## config.mk

```make
export PLATFORM = sky130hd
export DESIGN_NAME = dac_slot_serializer_flat
export DESIGN_NICKNAME = d
export VERILOG_FILES = /design/src/rtl/dac_slot_serializer_pkg.sv /design/src/rtl/dac_slot_serializer_if.sv /design/src/rtl/dac_slot_serializer_clock_gen.sv /design/src/rtl/dac_slot_serializer.sv /design/src/flat_wrapper.sv
export SDC_FILE = /design/constraint.sdc
export NUM_CORES = 1
export LEC_CHECK = 0
export ABC_CLOCK_PERIOD_IN_PS = 13200
export BUFFER_PORTS_ARGS = -buffer_cell sky130_fd_sc_hd__buf_4
export CAP_MARGIN = 20
export CORE_MARGIN = 1
export CORE_UTILIZATION = 60
export DETAILED_ROUTE_END_ITERATION = 10
export GPL_TIMING_DRIVEN = 0
export PLACE_DENSITY = 0.76
export RECOVER_POWER = 25
export SETUP_SLACK_MARGIN = 0.3
export SYNTH_ARGS = -nofsm -noshare
export SYNTH_HDL_FRONTEND = slang
export SYNTH_SLANG_ARGS = --single-unit
```

## constraint.sdc

```tcl
create_clock -name clk -period 13.2 [get_ports clk]
set_clock_uncertainty 0.05 [all_clocks]
set_input_delay 1.32 -clock clk [delete_from_list [all_inputs] [get_ports clk]]
set_output_delay 1.32 -clock clk [all_outputs]
set_load 0.02 [all_outputs]
```

## src/rtl/dac_slot_serializer_pkg.sv

```systemverilog
// Shared definitions for the DAC/ADC slot datapaths of one isolator slot.
package da_slot_pkg;

  localparam int unsigned SAMPLE_BITS  = 24;
  localparam int unsigned NUM_LINES    = 4;
  localparam int unsigned NUM_CHANNELS = 8;

  typedef logic [SAMPLE_BITS-1:0] sample_t;

  typedef enum logic {
    ST_IDLE,
    ST_RUN
  } state_t;

endpackage

```

## src/rtl/dac_slot_serializer_if.sv

```systemverilog
// Sample FIFO handshake: the FIFO is the master, the serializer the slave.
interface dac_slot_serializer_if #(
  parameter int unsigned SAMPLE_BITS = da_slot_pkg::SAMPLE_BITS
);

  logic                   in_ready;
  logic                   in_enable;
  logic [SAMPLE_BITS-1:0] in_data;

  modport master (
    input  in_ready,
    output in_enable,
    output in_data
  );

  modport slave (
    output in_ready,
    input  in_enable,
    input  in_data
  );

endinterface

```

## src/rtl/dac_slot_serializer_clock_gen.sv

```systemverilog
// bck/lrck timing generator: clk divider, bit counter and frame boundary strobe.
module slot_clock_gen #(
  parameter  int unsigned SLOT_BITS = 32,
  parameter  int unsigned BCK_DIV   = 4,
  localparam int unsigned CNT_W     = $clog2(2 * SLOT_BITS)
) (
  input  logic             clk,
  input  logic             reset,
  input  logic             active,
  output logic             bck,
  output logic             lrck,
  output logic [CNT_W-1:0] bit_cnt,
  output logic             frame_end
);

  localparam int unsigned      DIV_W    = $clog2(BCK_DIV);
  localparam logic [DIV_W-1:0] DIV_LAST = DIV_W'(BCK_DIV - 1);
  localparam logic [DIV_W-1:0] DIV_HALF = DIV_W'(BCK_DIV / 2);
  localparam logic [CNT_W-1:0] CNT_LAST = CNT_W'(2 * SLOT_BITS - 1);
  localparam logic [CNT_W-1:0] CNT_HALF = CNT_W'(SLOT_BITS);

  logic [DIV_W-1:0] divider;
  logic             fall_tick;

  // Fall tick is the divider wrap; bit_cnt (and hence lrck/sdata) moves only
  // here, half a bck period away from the bck rising edge.
  assign fall_tick = active && (divider == DIV_LAST);
  assign frame_end = fall_tick && (bit_cnt == CNT_LAST);
  assign bck       = active && (divider >= DIV_HALF);
  assign lrck      = active && (bit_cnt >= CNT_HALF);

  always_ff @(posedge clk) begin
    if (reset || !active) begin
      divider <= '0;
      bit_cnt <= '0;
    end else if (fall_tick) begin
      divider <= '0;
      bit_cnt <= frame_end ? '0 : bit_cnt + 1'b1;
    end else begin
      divider <= divider + 1'b1;
    end
  end

endmodule

```

## src/rtl/dac_slot_serializer.sv

```systemverilog
// Double-buffered 8-channel PCM serializer driving one DAC slot (bck, lrck, 4 data lines).
module dac_slot_serializer
  import da_slot_pkg::*;
#(
  parameter int unsigned SAMPLE_BITS = da_slot_pkg::SAMPLE_BITS,
  parameter int unsigned SLOT_BITS   = 32,
  parameter int unsigned BCK_DIV     = 4
) (
  input  logic                  clk,
  input  logic                  reset,
  input  logic                  run,
  dac_slot_serializer_if.slave  fifo,
  output logic                  bck,
  output logic                  lrck,
  output logic [NUM_LINES-1:0]  sdata,
  output logic                  underrun,
  input  logic                  underrun_clear
);

  localparam int unsigned     CNT_W   = $clog2(2 * SLOT_BITS);
  localparam int unsigned     IDX_W   = $clog2(NUM_CHANNELS);
  localparam int unsigned     LD_W    = $clog2(NUM_CHANNELS + 1);
  localparam int unsigned     BIT_W   = $clog2(SAMPLE_BITS);
  localparam logic [LD_W-1:0] LD_FULL = LD_W'(NUM_CHANNELS);

  typedef logic [SAMPLE_BITS-1:0] word_t;

  state_t           state, state_nxt;
  logic             run_active;
  logic [CNT_W-1:0] bit_cnt;
  logic             frame_end;

  logic [LD_W-1:0]  load_cnt;
  logic             load_full;
  logic             xfer;
  word_t            load_buf  [NUM_CHANNELS];
  word_t            shift_buf [NUM_CHANNELS];

  logic [CNT_W-1:0] pos;
  logic [BIT_W-1:0] bit_sel;
  logic [IDX_W-1:0] ch;

  assign run_active = (state == ST_RUN);

  slot_clock_gen #(
    .SLOT_BITS (SLOT_BITS),
    .BCK_DIV   (BCK_DIV)
  ) u_clock_gen (
    .clk       (clk),
    .reset     (reset),
    .active    (run_active),
    .bck       (bck),
    .lrck      (lrck),
    .bit_cnt   (bit_cnt),
    .frame_end (frame_end)
  );

  always_ff @(posedge clk) begin
    if (reset) state <= ST_IDLE;
    else       state <= state_nxt;
  end

  always_comb begin
    state_nxt = state;
    case (state)
      ST_IDLE: if (run) state_nxt = ST_RUN;
      ST_RUN:  if (frame_end && !run) state_nxt = ST_IDLE;
    endcase
  end

  assign load_full     = (load_cnt == LD_FULL);
  assign fifo.in_ready = run_active && !load_full;
  assign xfer          = fifo.in_ready && fifo.in_enable;

  // A word landing on the boundary cycle is counted after the boundary has
  // already judged the buffer incomplete, so it waits for the next frame.
  always_ff @(posedge clk) begin
    if (reset)                       load_cnt <= '0;
    else if (frame_end && load_full) load_cnt <= '0;
    else if (xfer)                   load_cnt <= load_cnt + 1'b1;
  end

  always_ff @(posedge clk) begin
    if (xfer) load_buf[load_cnt[IDX_W-1:0]] <= fifo.in_data;
  end

  // Cleared while idle so the first frame after starting is always silent.
  always_ff @(posedge clk) begin
    if (reset || state == ST_IDLE) begin
      for (int unsigned i = 0; i < NUM_CHANNELS; i++) shift_buf[i] <= '0;
    end else if (frame_end) begin
      for (int unsigned i = 0; i < NUM_CHANNELS; i++)
        shift_buf[i] <= load_full ? load_buf[i] : '0;
    end
  end

  always_ff @(posedge clk) begin
    if (reset)                        underrun <= 1'b0;
    else if (frame_end && !load_full) underrun <= 1'b1;
    else if (underrun_clear)          underrun <= 1'b0;
  end

  // I2S: bit position p=1 carries the MSB, one bck after the lrck edge.
  always_comb begin
    sdata   = '0;
    ch      = '0;
    pos     = lrck ? bit_cnt - CNT_W'(SLOT_BITS) : bit_cnt;
    bit_sel = BIT_W'(SAMPLE_BITS - 32'(pos));
    for (int unsigned k = 0; k < NUM_LINES; k++) begin
      ch = IDX_W'(2 * k) | IDX_W'(lrck);
      if (pos != '0 && pos <= CNT_W'(SAMPLE_BITS))
        sdata[k] = shift_buf[ch][bit_sel];
    end
  end

endmodule

```

## src/flat_wrapper.sv

```systemverilog
// flat-port wrapper written by rule: the top's interface ports become plain ports
module dac_slot_serializer_flat import da_slot_pkg::*;
#(
  parameter int unsigned SAMPLE_BITS = da_slot_pkg::SAMPLE_BITS,
  parameter int unsigned SLOT_BITS   = 32,
  parameter int unsigned BCK_DIV     = 4
)
  (clk, reset, run, bck, lrck, sdata, underrun, underrun_clear, fifo_in_ready, fifo_in_enable, fifo_in_data);
  dac_slot_serializer_if #(.SAMPLE_BITS(SAMPLE_BITS)) fifo_i ();
  input  logic clk;
  input  logic reset;
  input  logic run;
  output logic bck;
  output logic lrck;
  output logic [NUM_LINES-1:0] sdata;
  output logic underrun;
  input  logic underrun_clear;
  output wire logic [$bits(fifo_i.in_ready)-1:0] fifo_in_ready;
  input wire logic [$bits(fifo_i.in_enable)-1:0] fifo_in_enable;
  input wire logic [$bits(fifo_i.in_data)-1:0] fifo_in_data;
  assign fifo_in_ready = fifo_i.in_ready;
  assign fifo_i.in_enable = fifo_in_enable;
  assign fifo_i.in_data = fifo_in_data;
  dac_slot_serializer #(.SAMPLE_BITS(SAMPLE_BITS), .SLOT_BITS(SLOT_BITS), .BCK_DIV(BCK_DIV)) u_core (.clk(clk), .reset(reset), .run(run), .fifo(fifo_i), .bck(bck), .lrck(lrck), .sdata(sdata), .underrun(underrun), .underrun_clear(underrun_clear));
endmodule
```

## Word-level counts from Yosys, hierarchy flattened

Memories as Yosys holds them, arrays and structs flattened.
Index checks and enable logic that the tools add are counted.

| cells by class | value |
|---|---|
| add/sub/neg operators | 5 |
| order comparisons | 4 |
| equality and inequality tests | 3 |
| muxes and demuxes | 42 |
| bitwise operators | 9 |
| reduce and logical (&&, ||, !) cells | 19 |

Operators with widths:

| cell | count |
|---|---|
| two-way mux 24 bit | 16 |
| binary-select mux 1 bit (select 5 bit) | 4 |
| two-way mux 1 bit | 19 |
| two-way mux 6 bit | 2 |
| logical AND 1 bit | 10 |
| OR 1 bit | 8 |
| adder 6 x 1 -> 6 bit (second input constant) | 1 |
| equality test 6 bit (second input constant) | 1 |
| >= comparator 6 bit (second input constant) | 1 |
| less-or-equal comparator 6 x 5 -> 1 bit (second input constant) | 1 |
| < comparator 5 x 6 -> 1 bit (second input constant) | 1 |
| nonzero test 6 bit | 1 |
| subtractor 6 bit (second input constant) | 1 |
| subtractor 5 bit (first input constant) | 1 |
| adder 4 x 1 -> 4 bit (second input constant) | 1 |
| equality test 4 bit (second input constant) | 1 |
| OR reduction 2 bit | 2 |
| zero test 1 bit | 3 |
| adder 2 x 1 -> 2 bit (second input constant) | 1 |
| equality test 2 bit (second input constant) | 1 |
| >= comparator 2 bit (second input constant) | 1 |
| logical OR 1 bit | 2 |
| one-hot mux 1 bit (2 select lines) | 1 |
| nonzero test 2 bit | 1 |
| NOT 1 bit | 1 |

| storage, ports and cells | value |
|---|---|
| bits in registers | 14 |
| RAM bits | 384 |
| logic and storage cells | 89 |
| memories kept | 2 |

Memory list:

| name | depth | bits a word | read ports | clocked after memory_dff | wr ports | RTL line | text |
|---|---|---|---|---|---|---|---|
| u_core.load_buf | 8 | 24 | 8 | 0 | 1 | dac_slot_serializer.sv:36 | `word_t load_buf [NUM_CHANNELS];` |
| u_core.shift_buf | 8 | 24 | 4 | 0 | 8 | dac_slot_serializer.sv:37 | `word_t shift_buf [NUM_CHANNELS];` |

## Logic depth before layout (Yosys ltp)

| logic depth | value |
|---|---|
| depth after elaboration | 7 |
| mapped depth | 10 |
| mapped depth without buffers | 7 |

## Cells and area by module

From an unflattened synthesis, not the netlist that was laid out.

| second synthesis, totals | value |
|---|---|
| cells, all modules | 864 |
| area, all modules | 15389.8 µm² |

Modules (own cells, without submodules):

| module | times used | cells an instance | area an instance (µm²) |
|---|---|---|---|
| dac_slot_serializer | 1 | 814 | 14955.6 |
| slot_clock_gen | 1 | 50 | 434.2 |

## Least setup slack after synthesis

Ideal clock, no wire load.

| path | value |
|---|---|
| kind | in2reg |
| start point | input reset |
| end point | register u_core.state, in the netlist u_core.run_active |
| library setup time | 389 ps |
| arrival | 6736 ps |
| required time | 12761 ps |
| path slack | 6025 ps |
| cell stages on the path | 4 |
| path buffers | 1 |
| cells stage by stage | nand2b_1 clkbuf_1 nand2b_1 o21ai_0 |

RTL lines:

| element | RTL line | text |
|---|---|---|
| from (decl) | flat_wrapper.sv:11 | `input logic reset;` |
| to (signal assigned) | dac_slot_serializer.sv:60 | `else state <= state_nxt;` |
| to (decl) | dac_slot_serializer.sv:28 | `state_t state, state_nxt;` |

## Final worst setup path

| path | value |
|---|---|
| start point | register u_core.u_clock_gen.bit_cnt[0] |
| end point | output sdata[2] |

| between the ends | value |
|---|---|
| cells in the longest elaborated chain, start to end | 7 |

Ends and longest elaborated chain:

| element | RTL line | text |
|---|---|---|
| from (decl) | dac_slot_serializer_clock_gen.sv:12 | `output logic [CNT_W-1:0] bit_cnt,` |
| from (signal assigned) | dac_slot_serializer_clock_gen.sv:38 | `bit_cnt <= frame_end ? '0 : bit_cnt + 1'b1;` |
| >= comparator 6 bit | dac_slot_serializer_clock_gen.sv:30 | `assign lrck = active && (bit_cnt >= CNT_HALF);` |
| logical AND 1 bit | dac_slot_serializer_clock_gen.sv:30 |  |
| two-way mux 6 bit | dac_slot_serializer.sv:107 | `pos = lrck ? bit_cnt - CNT_W'(SLOT_BITS) : bit_cnt;` |
| subtractor 5 bit | dac_slot_serializer.sv:108 | `bit_sel = BIT_W'(SAMPLE_BITS - 32'(pos));` |
| binary-select mux 1 bit (select 5 bit) | dac_slot_serializer.sv:112 | `sdata[k] = shift_buf[ch][bit_sel];` |
| two-way mux 1 bit (not written as such) | dac_slot_serializer.sv:112 |  |
| two-way mux 1 bit * | dac_slot_serializer.sv:111 | `if (pos != '0 && pos <= CNT_W'(SAMPLE_BITS))` |
| to (decl) | flat_wrapper.sv:15 | `output logic [NUM_LINES-1:0] sdata;` |

Every way passes the cells marked *; elsewhere a longest branch is shown, timed or not. The select of a mux whose other input is x is not followed.

==> results.md <==
- Worst skew pair latency: 0.52 ns
- Die X: 162 µm
- DRC: 0
- DPL Wire Length: 19300 µm
- Area leader, netlist: edfxtp_1
- Slew @ Worst Pin: 0.999 ns
- Distinct cell type count after synthesis: 46
- Combinational power share: 2.3%
- Reg-to-reg slack, setup: 9.65 ns
- # setup viols final: 0
- Setup bufs post-CTS: 0
- Vias: 7724
- Final Core Density: 69.2%
- Top cells by area, synth: edfxtp_1, and2_1, mux4_2, dfxtp_1, mux2i_1
- GPL Wtd Cong: 0.939
- Cell area after placement: 16200 µm²
- DR vias/cell: 5.86
- Element type at the critical path end: output port
- TritonCTS buffer count: 40
- IO buf count: 36
- Grt total ovfl: 0
- Yosys warns: 0
- Register area share after synthesis: 77.0%
- Slew Viols, Final: 0
- Die footprint: 26200 µm²
- DR iter-0 viols: 785
- Drt wl/cell: 23.0 µm
- Starting Density: 61.1%
- Run status: completed
- Post-CTS Resized: 0
- Reg-to-reg startpoint: u_core.u_clock_gen.divider[1]$_SDFF_PP0_
- Max-slew headroom: 33.3%
- First-pass GRT wire length: 45300 µm
- Hold Crit Endpoint: u_core.u_clock_gen.divider[0]$_SDFF_PP0_
- Most frequent CP cell: buf_2
- DIE HEIGHT: 162 µm
- Clock share of power: 41.2%
- DRT Pass-1 Iters: 5
- Final Cycle Share: 44.1%
- Net switching power: 495 µW
- Cell Int Power: 2.05 mW
- Hold_sp: u_core.u_clock_gen.divider[0]$_SDFF_PP0_
- Final Instance Area: 17400 µm²
- Final ANT Viol Nets: 0
- Syn Std Cell Area: 15300 µm²
- Arrival time worst endpoint: 4.45 ns
- Reg2Reg Depth: 8
- CTS Sinks: 398
- Worst hold path class: reg2reg
- Most frequent cells in the layout: edfxtp_1, and2_1, clkbuf_1
- VDD IR-drop max: 0.110 mV
- Core Box Area: 25100 µm²
- I/O Pins: 37
- Fin crit period: 5.82 ns
- Syn Area/Cell: 17.6 µm²
- Reg power frac: 56.5%
- Row count: 58
- Root Driver: clkbuf_16
- PD cells: 146 nW/µm²
- Slowest stage delay, CP: 0.53 ns
- Nets: 994
- Post-CTS Hold Buffers: 0
- Fin. Hold Viols: 0
- Setup CP Type: reg2out
- Layout cells sized above 1: 13.6%
- RSZ-0062 raised after global routing: no
- Synth top area share: 75.1%
- Max-Cap Viols: 0
- Clk buf depth: 3
- Initial antenna violation count: 1
- Layout fillers: 1642
- Wirelength, routed: 30400 µm
- CTS tree: yes
- Leakage: 6.11 nW
- Yosys reg bits: 398
- Number of global-route vias before repair: 7769
- Fmax: 172 MHz
- Htree depth: 2
- Critical path fanouts, max: 10
- Power consumption: 2.54 mW
- Post-synth EDFFs: 384
- Largest net degree at the start of global routing: 72
- Sw Share: 19.5%
- Hold depth: 1
- Slowest-stage cell, CP: clkbuf_1
- Startpoint types: register
- Area Overhead vs Synth: 13.2%
- CP required: 11.83 ns
- Setup TNS: 0 ns
- Synthesized instance count: 873
- Post-synth top flop: edfxtp_1
- Most common cell after layout, fill and taps aside: edfxtp_1
- Crit-path cells: buf_2 > clkinv_1 > ha_1 > buf_2 > clkbuf_1 > buf_2 > mux2i_1 > a221oi_1 > o221a_1 > buf_4
- Share of synthesized registers carrying an async set or reset: 0%
- Synth Net Count: 908
- Total track usage: 24.3%
- Clock-pin slew on the worst setup and hold paths: 0.06 ns
- Reg2reg end: u_core.shift_buf[2][21]$_SDFFCE_PN0P_
==> through the flow <==
stage	worst slack (ns)	hold slack [ns]	std cells
finish	7.38	0.410	1319
global route	7.27	0.426	1318
CTS	7.41	0.416	1318
detailed placement	7.98	0.408	1247
global placement	3.93	0.400	1239
floorplan	6.02	0.382	873
==> registers in the layout (all words and copies together), names as in the netlist <==
name	flops
u_core.load_buf	192
u_core.shift_buf	192
u_core.u_clock_gen.bit_cnt	6
u_core.load_cnt	4
u_core.u_clock_gen.divider	2
u_core.run_active	1
u_core.underrun	1
==> cell usage after synthesis, types with 5 or more instances <==
cell type / number
a211oi_1: 12
a32o_1: 8
ha_1: 6
buf_2: 8
o31ai_1: 5
mux2i_1: 14
dfxtp_1: 14
clkbuf_1: 31
nor3_1: 5
nor2b_1: 5
nand2b_1: 7
edfxtp_1: 384
mux4_2: 36
nand2_1: 32
and3_1: 17
a21oi_1: 9
and2_1: 195
nor2_1: 20
nand3_1: 7
inv_1: 8
==> logic make-up (layout without fill, tap and decap cells) <==
logic type,count (synthesis),count (layout),share of synthesized area (%)
xor+xnor,7,7,0.399
flops,398,398,77.0
fa+ha+maj,6,6,0.489
compound gates,55,55,2.82
other cells,0,1,0
simple gates,302,302,11.5
buf+inv,54,169,1.61
mux,51,51,6.27
==> cell type report <==
| type | count | area [µm²] | area share, % |
|---|---|---|---|
| clock buffers | 47 | 1050 | 6.04 |
| well taps | 330 | 413 | 2.38 |
| inverters | 10 | 37.5 | 0.216 |
| plain buffers | 44 | 208 | 1.20 |
| repair buffers | 44 | 332 | 1.91 |
| multi-input cells | 421 | 3350 | 19.3 |
| diodes | 1 | 2.50 | 0.0144 |
| flip-flops and latches | 398 | 11800 | 68.0 |
| clock inverters | 24 | 163 | 0.937 |
==> metal layers <==
| metal | routed length (µm) | share of wire [%] | GRT usage (%) | up-vias |
|---|---|---|---|---|
| li1 | - | - | - | 3471 |
| met1 | 12000 | 39 | 31.8 | 3857 |
| met2 | 15100 | 50 | 40.7 | 323 |
| met3 | 2390 | 7.9 | 5.21 | 73 |
| met4 | 918 | 3.0 | 8.49 | 0 |
| met5 | 0 | 0 | 0 | - |
==> how the worst max path moves through the flow <==
stage / from / endpoint / slack [ns] / cells past startpoint
2_1_floorplan: reset / u_core.run_active$_SDFF_PP0_ / 6.02 / 4
3_3_place_gp: reset / u_core.run_active$_SDFF_PP0_ / 3.93 / 5
3_5_place_dp: u_core.u_clock_gen.bit_cnt[0]$_SDFFE_PP0P_ / sdata[2] / 7.98 / 10
4_1_cts: u_core.u_clock_gen.bit_cnt[0]$_SDFFE_PP0P_ / sdata[2] / 7.41 / 10
5_1_grt: u_core.u_clock_gen.bit_cnt[0]$_SDFFE_PP0P_ / sdata[3] / 7.27 / 10
6_report: u_core.u_clock_gen.bit_cnt[0]$_SDFFE_PP0P_ / sdata[2] / 7.38 / 10
==> worst max-delay path: cells and delay by family (launching register included) <==
family | cells | cell delay (ns)
DFF | 1 | 0.40
adders and majority gates | 1 | 0.44
AOI/OAI and AO/OA | 2 | 0.76
buffers and inverters | 6 | 2.07
muxes | 1 | 0.24
==> power groups by stage <==
stage	Combinational [mW]	Sequential, mW	Clock [mW]
after CTS	0.0629	1.44	1.06
after floorplan	0.0299	1.46	0
after detailed placement	0.0626	1.46	0
after global routing	0.0640	1.44	1.11
after global placement	0.0562	1.47	0
final	0.0591	1.44	1.05
(Power assumes the default switching activity.)
